[src/rtl/n64_poll_scheduler_pkg.sv]
// Shared constants for the N64 poll scheduler: command bytes, FSM state
// encodings and the command-priority helper.
package n64_poll_scheduler_pkg;

  localparam logic [7:0] CMD_STATUS = 8'h00;
  localparam logic [7:0] CMD_POLL   = 8'h01;
  localparam logic [7:0] CMD_RESET  = 8'hFF;

  localparam logic [2:0] ST_IDLE       = 3'd0;
  localparam logic [2:0] ST_ISSUE      = 3'd1;
  localparam logic [2:0] ST_WAIT_START = 3'd2;
  localparam logic [2:0] ST_WAIT_DONE  = 3'd3;
  localparam logic [2:0] ST_EVAL       = 3'd4;

  // Returns {valid, cmd}: retry beats reset beats status beats poll.
  function automatic logic [8:0] pick_cmd(input logic       retry_v,
                                          input logic [7:0] retry_cmd,
                                          input logic       rst_pend,
                                          input logic       st_pend,
                                          input logic       poll_en);
    if (retry_v)       return {1'b1, retry_cmd};
    else if (rst_pend) return {1'b1, CMD_RESET};
    else if (st_pend)  return {1'b1, CMD_STATUS};
    else if (poll_en)  return {1'b1, CMD_POLL};
    else               return {1'b0, CMD_POLL};
  endfunction

endpackage

[src/rtl/n64_poll_scheduler_if.sv]
// Link between the poll scheduler and the shared serial write/read engine.
// Handshake: the scheduler pulses cmd_begin for one cycle with cmd_byte valid;
// cmd_byte then stays stable until the scheduler returns to idle. The engine
// acknowledges by raising eng_active; the transaction completes when
// eng_active falls, and eng_error/eng_data are taken on that first low cycle.
interface n64_poll_scheduler_if;
  logic        cmd_begin;
  logic [7:0]  cmd_byte;
  logic        eng_active;
  logic        eng_error;
  logic [31:0] eng_data;

  modport master (output cmd_begin, cmd_byte,
                  input  eng_active, eng_error, eng_data);
  modport slave  (input  cmd_begin, cmd_byte,
                  output eng_active, eng_error, eng_data);
endinterface

[src/rtl/n64_tick_gen.sv]
// Free-running period counter; o_tick is high while the count is zero.
module n64_tick_gen #(
  parameter int PERIOD = 100000
) (
  input  logic clk,
  input  logic rst_n,
  output logic o_tick
);
  localparam int W = (PERIOD > 1) ? $clog2(PERIOD) : 1;
  localparam logic [W-1:0] LAST = W'(PERIOD - 1);

  logic [W-1:0] r_cnt;

  // Count 0..PERIOD-1 and wrap.
  always_ff @(posedge clk or negedge rst_n) begin
    if (!rst_n)             r_cnt <= '0;
    else if (r_cnt == LAST) r_cnt <= '0;
    else                    r_cnt <= r_cnt + 1'b1;
  end

  assign o_tick = (r_cnt == '0);
endmodule

[src/rtl/n64_poll_scheduler.sv]
// Sequences reset/status/poll commands onto the shared N64 serial engine,
// retries failed transactions and tracks controller presence and fault.
module n64_poll_scheduler
  import n64_poll_scheduler_pkg::*;
#(
  parameter int POLL_PERIOD   = 100000,
  parameter int START_TIMEOUT = 16,
  parameter int DONE_TIMEOUT  = 50000,
  parameter int MAX_RETRIES   = 3
) (
  input  logic                        clk,
  input  logic                        rst_n,
  input  logic                        polling_enable,
  input  logic                        reset_req,
  input  logic                        status_req,
  n64_poll_scheduler_if.master        eng,
  output logic [31:0]                 button_data,
  output logic [23:0]                 status_data,
  output logic                        data_valid,
  output logic                        controller_present,
  output logic                        fault,
  output logic [2:0]                  dbg_state
);
  // Timeout counter is sized for the longer (done) window and shared by both waits.
  localparam int TW = $clog2(DONE_TIMEOUT + 1);
  localparam int RW = $clog2(MAX_RETRIES + 1);
  localparam logic [TW-1:0] START_LAST = TW'(START_TIMEOUT - 1);
  localparam logic [TW-1:0] DONE_LAST  = TW'(DONE_TIMEOUT - 1);
  localparam logic [RW-1:0] RETRY_LIM  = RW'(MAX_RETRIES);

  logic          w_tick;
  logic [8:0]    w_pick;
  logic          w_issue;
  logic          w_take_rst;
  logic          w_take_st;
  logic [RW-1:0] w_retry_next;

  logic [2:0]    r_state;
  logic [TW-1:0] r_to_cnt;
  logic [RW-1:0] r_retry_cnt;
  logic          r_retry_v;
  logic [7:0]    r_retry_cmd;
  logic          r_rst_d, r_st_d, r_rst_pend, r_st_pend;
  logic [7:0]    r_cmd_byte;
  logic          r_err;
  logic [31:0]   r_data;
  logic [31:0]   r_button;
  logic [23:0]   r_status;
  logic          r_dv, r_present, r_fault;

  n64_tick_gen #(.PERIOD(POLL_PERIOD)) u_tick (
    .clk    (clk),
    .rst_n  (rst_n),
    .o_tick (w_tick)
  );

  assign w_pick       = pick_cmd(r_retry_v, r_retry_cmd, r_rst_pend, r_st_pend, polling_enable);
  assign w_issue      = (r_state == ST_IDLE) && w_tick && w_pick[8];
  assign w_take_rst   = w_issue && !r_retry_v && r_rst_pend;
  assign w_take_st    = w_issue && !r_retry_v && !r_rst_pend && r_st_pend;
  assign w_retry_next = r_retry_cnt + 1'b1;

  // Request edge detection; a set pending flag absorbs further edges until issued.
  always_ff @(posedge clk or negedge rst_n) begin
    if (!rst_n) begin
      r_rst_d    <= 1'b0;
      r_st_d     <= 1'b0;
      r_rst_pend <= 1'b0;
      r_st_pend  <= 1'b0;
    end else begin
      r_rst_d <= reset_req;
      r_st_d  <= status_req;
      if (w_take_rst)                r_rst_pend <= 1'b0;
      else if (reset_req && !r_rst_d) r_rst_pend <= 1'b1;
      if (w_take_st)                 r_st_pend <= 1'b0;
      else if (status_req && !r_st_d) r_st_pend <= 1'b1;
    end
  end

  // Transaction FSM, timeouts, retry bookkeeping and result registers.
  always_ff @(posedge clk or negedge rst_n) begin
    if (!rst_n) begin
      r_state     <= ST_IDLE;
      r_to_cnt    <= '0;
      r_retry_cnt <= '0;
      r_retry_v   <= 1'b0;
      r_retry_cmd <= CMD_POLL;
      r_cmd_byte  <= CMD_POLL;
      r_err       <= 1'b0;
      r_data      <= '0;
      r_button    <= '0;
      r_status    <= '0;
      r_dv        <= 1'b0;
      r_present   <= 1'b0;
      r_fault     <= 1'b0;
    end else begin
      r_dv <= 1'b0;
      case (r_state)
        ST_IDLE: begin
          if (w_issue) begin
            r_state    <= ST_ISSUE;
            r_cmd_byte <= w_pick[7:0];
          end
        end
        ST_ISSUE: begin
          r_state  <= ST_WAIT_START;
          r_to_cnt <= '0;
        end
        ST_WAIT_START: begin
          if (eng.eng_active) begin
            r_state  <= ST_WAIT_DONE;
            r_to_cnt <= '0;
          end else if (r_to_cnt >= START_LAST) begin
            r_state <= ST_EVAL;
            r_err   <= 1'b1;
          end else if (r_to_cnt != '1) begin
            r_to_cnt <= r_to_cnt + 1'b1;
          end
        end
        ST_WAIT_DONE: begin
          if (!eng.eng_active) begin
            r_state <= ST_EVAL;
            r_err   <= eng.eng_error;
            r_data  <= eng.eng_data;
          end else if (r_to_cnt >= DONE_LAST) begin
            r_state <= ST_EVAL;
            r_err   <= 1'b1;
          end else if (r_to_cnt != '1) begin
            r_to_cnt <= r_to_cnt + 1'b1;
          end
        end
        ST_EVAL: begin
          r_state <= ST_IDLE;
          if (!r_err) begin
            if (r_cmd_byte == CMD_POLL) r_button <= r_data;
            else                        r_status <= r_data[31:8];
            r_dv        <= 1'b1;
            r_present   <= 1'b1;
            r_fault     <= 1'b0;
            r_retry_cnt <= '0;
            r_retry_v   <= 1'b0;
          end else if (w_retry_next < RETRY_LIM) begin
            r_retry_cnt <= w_retry_next;
            r_retry_v   <= 1'b1;
            r_retry_cmd <= r_cmd_byte;
          end else begin
            r_fault     <= 1'b1;
            r_present   <= 1'b0;
            r_retry_cnt <= '0;
            r_retry_v   <= 1'b0;
          end
        end
        default: r_state <= ST_IDLE;
      endcase
    end
  end

  assign eng.cmd_begin      = (r_state == ST_ISSUE);
  assign eng.cmd_byte       = r_cmd_byte;
  assign button_data        = r_button;
  assign status_data        = r_status;
  assign data_valid         = r_dv;
  assign controller_present = r_present;
  assign fault              = r_fault;
  assign dbg_state          = r_state;
endmodule

[src/flat_wrapper.sv]
// flat-port wrapper written by rule: the top's interface ports become plain ports
module n64_poll_scheduler_flat import n64_poll_scheduler_pkg::*;
#(
  parameter int POLL_PERIOD   = 100000,
  parameter int START_TIMEOUT = 16,
  parameter int DONE_TIMEOUT  = 50000,
  parameter int MAX_RETRIES   = 3
)
  (clk, rst_n, polling_enable, reset_req, status_req, button_data, status_data, data_valid, controller_present, fault, dbg_state, eng_cmd_begin, eng_cmd_byte, eng_eng_active, eng_eng_error, eng_eng_data);
  n64_poll_scheduler_if eng_i ();
  input  logic clk;
  input  logic rst_n;
  input  logic polling_enable;
  input  logic reset_req;
  input  logic status_req;
  output logic [31:0] button_data;
  output logic [23:0] status_data;
  output logic data_valid;
  output logic controller_present;
  output logic fault;
  output logic [2:0] dbg_state;
  output wire logic [$bits(eng_i.cmd_begin)-1:0] eng_cmd_begin;
  output wire logic [$bits(eng_i.cmd_byte)-1:0] eng_cmd_byte;
  input wire logic [$bits(eng_i.eng_active)-1:0] eng_eng_active;
  input wire logic [$bits(eng_i.eng_error)-1:0] eng_eng_error;
  input wire logic [$bits(eng_i.eng_data)-1:0] eng_eng_data;
  assign eng_cmd_begin = eng_i.cmd_begin;
  assign eng_cmd_byte = eng_i.cmd_byte;
  assign eng_i.eng_active = eng_eng_active;
  assign eng_i.eng_error = eng_eng_error;
  assign eng_i.eng_data = eng_eng_data;
  n64_poll_scheduler #(.POLL_PERIOD(POLL_PERIOD), .START_TIMEOUT(START_TIMEOUT), .DONE_TIMEOUT(DONE_TIMEOUT), .MAX_RETRIES(MAX_RETRIES)) u_core (.clk(clk), .rst_n(rst_n), .polling_enable(polling_enable), .reset_req(reset_req), .status_req(status_req), .eng(eng_i), .button_data(button_data), .status_data(status_data), .data_valid(data_valid), .controller_present(controller_present), .fault(fault), .dbg_state(dbg_state));
endmodule
[config.mk]
export PLATFORM = sky130hd
export DESIGN_NAME = n64_poll_scheduler_flat
export DESIGN_NICKNAME = d
export VERILOG_FILES = /design/src/rtl/n64_poll_scheduler_pkg.sv /design/src/rtl/n64_poll_scheduler_if.sv /design/src/rtl/n64_tick_gen.sv /design/src/rtl/n64_poll_scheduler.sv /design/src/flat_wrapper.sv
export SDC_FILE = /design/constraint.sdc
export NUM_CORES = 1
export LEC_CHECK = 0
export BUFFER_PORTS_ARGS = -buffer_cell sky130_fd_sc_hd__buf_2
export CORE_ASPECT_RATIO = 1.2
export CORE_MARGIN = 3
export CORE_UTILIZATION = 56
export CTS_CLUSTER_SIZE = 28
export DETAILED_ROUTE_END_ITERATION = 12
export PLACE_DENSITY_LB_ADDON = 0.2
export SLEW_MARGIN = 30
export SYNTH_ARGS = -nofsm -noshare
export SYNTH_HDL_FRONTEND = slang
export SYNTH_SLANG_ARGS = --single-unit
[constraint.sdc]
create_clock -name clk -period 2.7 [get_ports clk]
set_input_delay 0.54 -clock clk [delete_from_list [all_inputs] [get_ports clk]]
set_output_delay 0.54 -clock clk [all_outputs]
set_load 0.05 [all_outputs]
==> summary.md <==
| Metric | Value |
|---|---|
| CP max-delay cell | sky130_fd_sc_hd__a21oi_1 |
| Total of hold buffers inserted after clock tree synthesis | 0 |
| Slew @ Worst Pin | 0.821 ns |
| Total Neg Setup Slack | 0 ns |
| Cells after Synth | 494 |
| WL per Instance | 16.3 microns |
| Total half-perimeter wirelength after legalization and detailed placement | 8890 microns |
| TritonCTS sink count | 151 |
| Gr ovfl total | 0 |
| Worst path most repeated cell | sky130_fd_sc_hd__a21oi_1 |
| Post-synth top area cell | sky130_fd_sc_hd__dfrtp_1 |
| HP Class | input pin to asynchronous set/reset pin |
| Top FF cell, synth | sky130_fd_sc_hd__dfrtp_1 |
| CTS tree | yes |
| Via count normalized by instance count | 5.56 |
| Placed insts | 748 |
| Die Span Y | about 120 microns |
| Overall track demand over capacity in global routing | around a fifth |
| Number of optimization iterations in the first detailed-route pass | 4 |
| Cell Chain, Critical Path | ha_1 > and3_1 > a21oi_1 > a21oi_1 > buf_4 > a41oi_1 > a31oi_1 |
| Area post-placement | 7110 sq um |
| Clock-pin slew reported for the worst setup and hold paths after clock tree synthesis | 0.06 ns |
| Tmin final | 2.27 ns |
| Flop and latch count out of synthesis | 151 |
| Syn. warnings | 0 |
| Post-route ant nets | 0 |
| Largest net degree at the start of global routing | 55 |
| Most numerous cell types in the synthesized netlist | 149 x sky130_fd_sc_hd__dfrtp_1, 97 x sky130_fd_sc_hd__mux2_2, 31 x sky130_fd_sc_hd__nand2_1 |
| Via count of the first global-routing pass | around 4,300 |
| Post-synthesis to final-layout area growth | 21.2% |
| Setup repair bufs after CTS | 0 |
| Number of endpoints failing setup at the final stage | 0 |
| Fmax | 440 MHz |
| Outcome | finished, final reports clean |
| Total die area | 12,700 sq um |
| Power density over cell area | 962 nW/um^2 |
| Routed via count | 4,334 |
| Number of pins exceeding their max-slew limit in the final report | 0 |
| Kind of launch point of the worst setup path | register |
| Unrepaired setup endpoints after global routing | no |
| Syn Nets | 536 |
| Share of synthesized flip-flops with an asynchronous set or reset | 100% |
| Number of different library cells in the post-synthesis netlist | 54 |
| Clock tree root buffer cell | sky130_fd_sc_hd__clkbuf_16 |
| P_leak | approximately 3.8 nW |
| I/O pin count | 110 |
| Cell area after layout | 7720 sq um |
| Remaining routing DRC violations | 0 |
| Clock skew after layout | 0.00612 ns |
| Cell family contributing the most delay on the critical path | compound AO/OA/AOI/OAI gates |
| Number of buffer cells added on primary ports | 109 |
| Worst hold margin | about 0.012 ns |
| Syn Area/Cell | 12.9 sq um |
| Number of levels the H-tree was split into | 4 |
| Number of CTS-inserted buffers | 17 |
| Placeable core area | 11,100 sq um |
| Gp weighted congestion | 0.925 |
| Reported max-cap violation count | 0 |
| Starting density of the core | between 50% and 60% |
| Synth area leaders | sky130_fd_sc_hd__dfrtp_1 59%, sky130_fd_sc_hd__mux2_2 17%, sky130_fd_sc_hd__nand2_1 1.8% |
| CP Data Required Time | 3.02 ns |
| Post-layout power | 0.00742 W |
| Worst max-slew margin expressed relative to the limit | 44.8% |
| Number of standard cells in the final layout excluding fillers | 780 |
| Resized Gates After CTS | 0 |
| Number of synthesized flops with an enable pin | 0 |
| Antenna fix cells | 0 |
| Number of design-rule violations left by the first detailed-router iteration | 227 |
| Crit end category | register |
| Nets | around 660 |
| Worst IR drop on VDD | 0.000630 V |
| Share of the synthesized area in the top cell type | 58.6% |
| Buffers & Inverters on Critical Path | 1 |
| Stage delay of the slowest cell on the critical path | 0.60 ns |
| Worst Path Max Fanout | 11 |
| Routed WL | 12,700 microns |
| Count of endpoints failing hold in the final timing report | 0 |
| Buffer depth of the longest clock path | 2 |
| Width of the die | 103 microns |
| Post-synthesis sequential area ratio | about three fifths |
| Row count | 42 |
| Proportion of layout cells with a drive suffix above 1 | 42.7% |
| Mapped cell area | roughly 6400 sq um |
| Worst endpoint data arrival time | ~2.6 ns |
| Global-route wire length before repair | slightly above 20,000 microns |
| Post-route fraction of the period consumed by the critical path | a little over four fifths |
| Crit path kind | register to register |
| Insertion delay to the later sink of the worst-skew pair | 0.40 ns |
| Cell with the most instances after synthesis | sky130_fd_sc_hd__dfrtp_1 |
| Initial antenna violation count | 0 |
-- cell type report --
class | count | area [sq um]
Sequential cell | 151 | 3780
Multi-Input combinational cell | 314 | 2470
Inverter | 12 | 45.0
Clock inverter | 11 | 146
Tap cell | 154 | 193
Fill cell | 807 | 3370
Timing Repair Buffer | 117 | 624
Clock buffer | 21 | 460
-- per-layer routing --
layer	track usage, %	vias to the layer above	share of wire (%)
li1	-	2042	-
met1	26.3	2140	43
met5	0	-	0
met2	35.2	133	50
met3	5.69	19	5.7
met4	6.15	0	1.5
-- logic make-up after synthesis --
| group | Yosys count | synth area share, % |
|---|---|---|
| DFF | 151 | 59.4 |
| and+or+nand+nor | 126 | 10.5 |
| muxes | 97 | 17.2 |
| AOI/OAI and AO/OA | 73 | 8.06 |
| buffers and inverters | 29 | 2.18 |
| xor gates and xnor gates | 15 | 2.06 |
| adders and majority gates | 3 | 0.590 |
-- power breakdown --
group          internal, W  leakage [nW]  total, W  switching, W
sequential         0.00277          1.96   0.00314      0.000370
clock              0.00151         0.294   0.00238      0.000877
combinational     0.000719          1.54   0.00190       0.00118
total              0.00499          3.79   0.00742       0.00243
-- stage by stage --
step | setup slack, ns | util [%]
2_1_floorplan | 0.187 | -
5_1_grt | 0.281 | 69.6
3_5_place_dp | 0.473 | 64.1
4_1_cts | 0.461 | 69.6
3_3_place_gp | 0.555 | 64.1
6_report | 0.429 | 69.6
-- registers in the layout, indices dropped and copies added (netlist names), 2 cells and up --
register             cells
u_core.u_tick.r_cnt     17
u_core.r_retry_cmd       8
u_core.r_retry_cnt       2
u_core.r_to_cnt         16
u_core.status_data      24
u_core.r_data           32
u_core.eng.cmd_byte      8
u_core.dbg_state         3
u_core.button_data      32
-- cell usage in the layout (no fill, tap or decap), drive strengths merged, types with 3 or more instances in the layout --
cell	count
xnor2	7
a31oi	17
and2	3
o21ai	17
nand3	15
clkinv	4
a21oi	19
xor2	8
nand4	6
nor4	9
nor2	26
inv	14
ha	3
a41oi	3
bufinv	3
buf	117
and3	9
clkbuf	21
nand2	32
mux2	97
nand2b	3
nor3	10
dfrtp	149
-- final timing paths --
path / start / end / slack, ns / cells after the start
setup / recovery: u_core.r_to_cnt[0]$_DFFE_PN0P_ / u_core.r_to_cnt[11]$_DFFE_PN0P_ / 0.43 / 7
hold / removal: rst_n / u_core.status_data[10]$_DFFE_PN0P_ / 0.01 / 1
setup reg to reg: u_core.r_to_cnt[0]$_DFFE_PN0P_ / u_core.r_to_cnt[11]$_DFFE_PN0P_ / 0.43 / 7
hold reg to reg: u_core.u_tick.r_cnt[14]$_DFF_PN0_ / u_core.u_tick.r_cnt[14]$_DFF_PN0_ / 0.50 / 1
max in group asynchronous: rst_n / u_core.status_data[16]$_DFFE_PN0P_ / 1.92 / 2
min in group clk: status_req / u_core.r_st_d$_DFF_PN0_ / 0.26 / 1
Power figures use the tool's default switching activity.
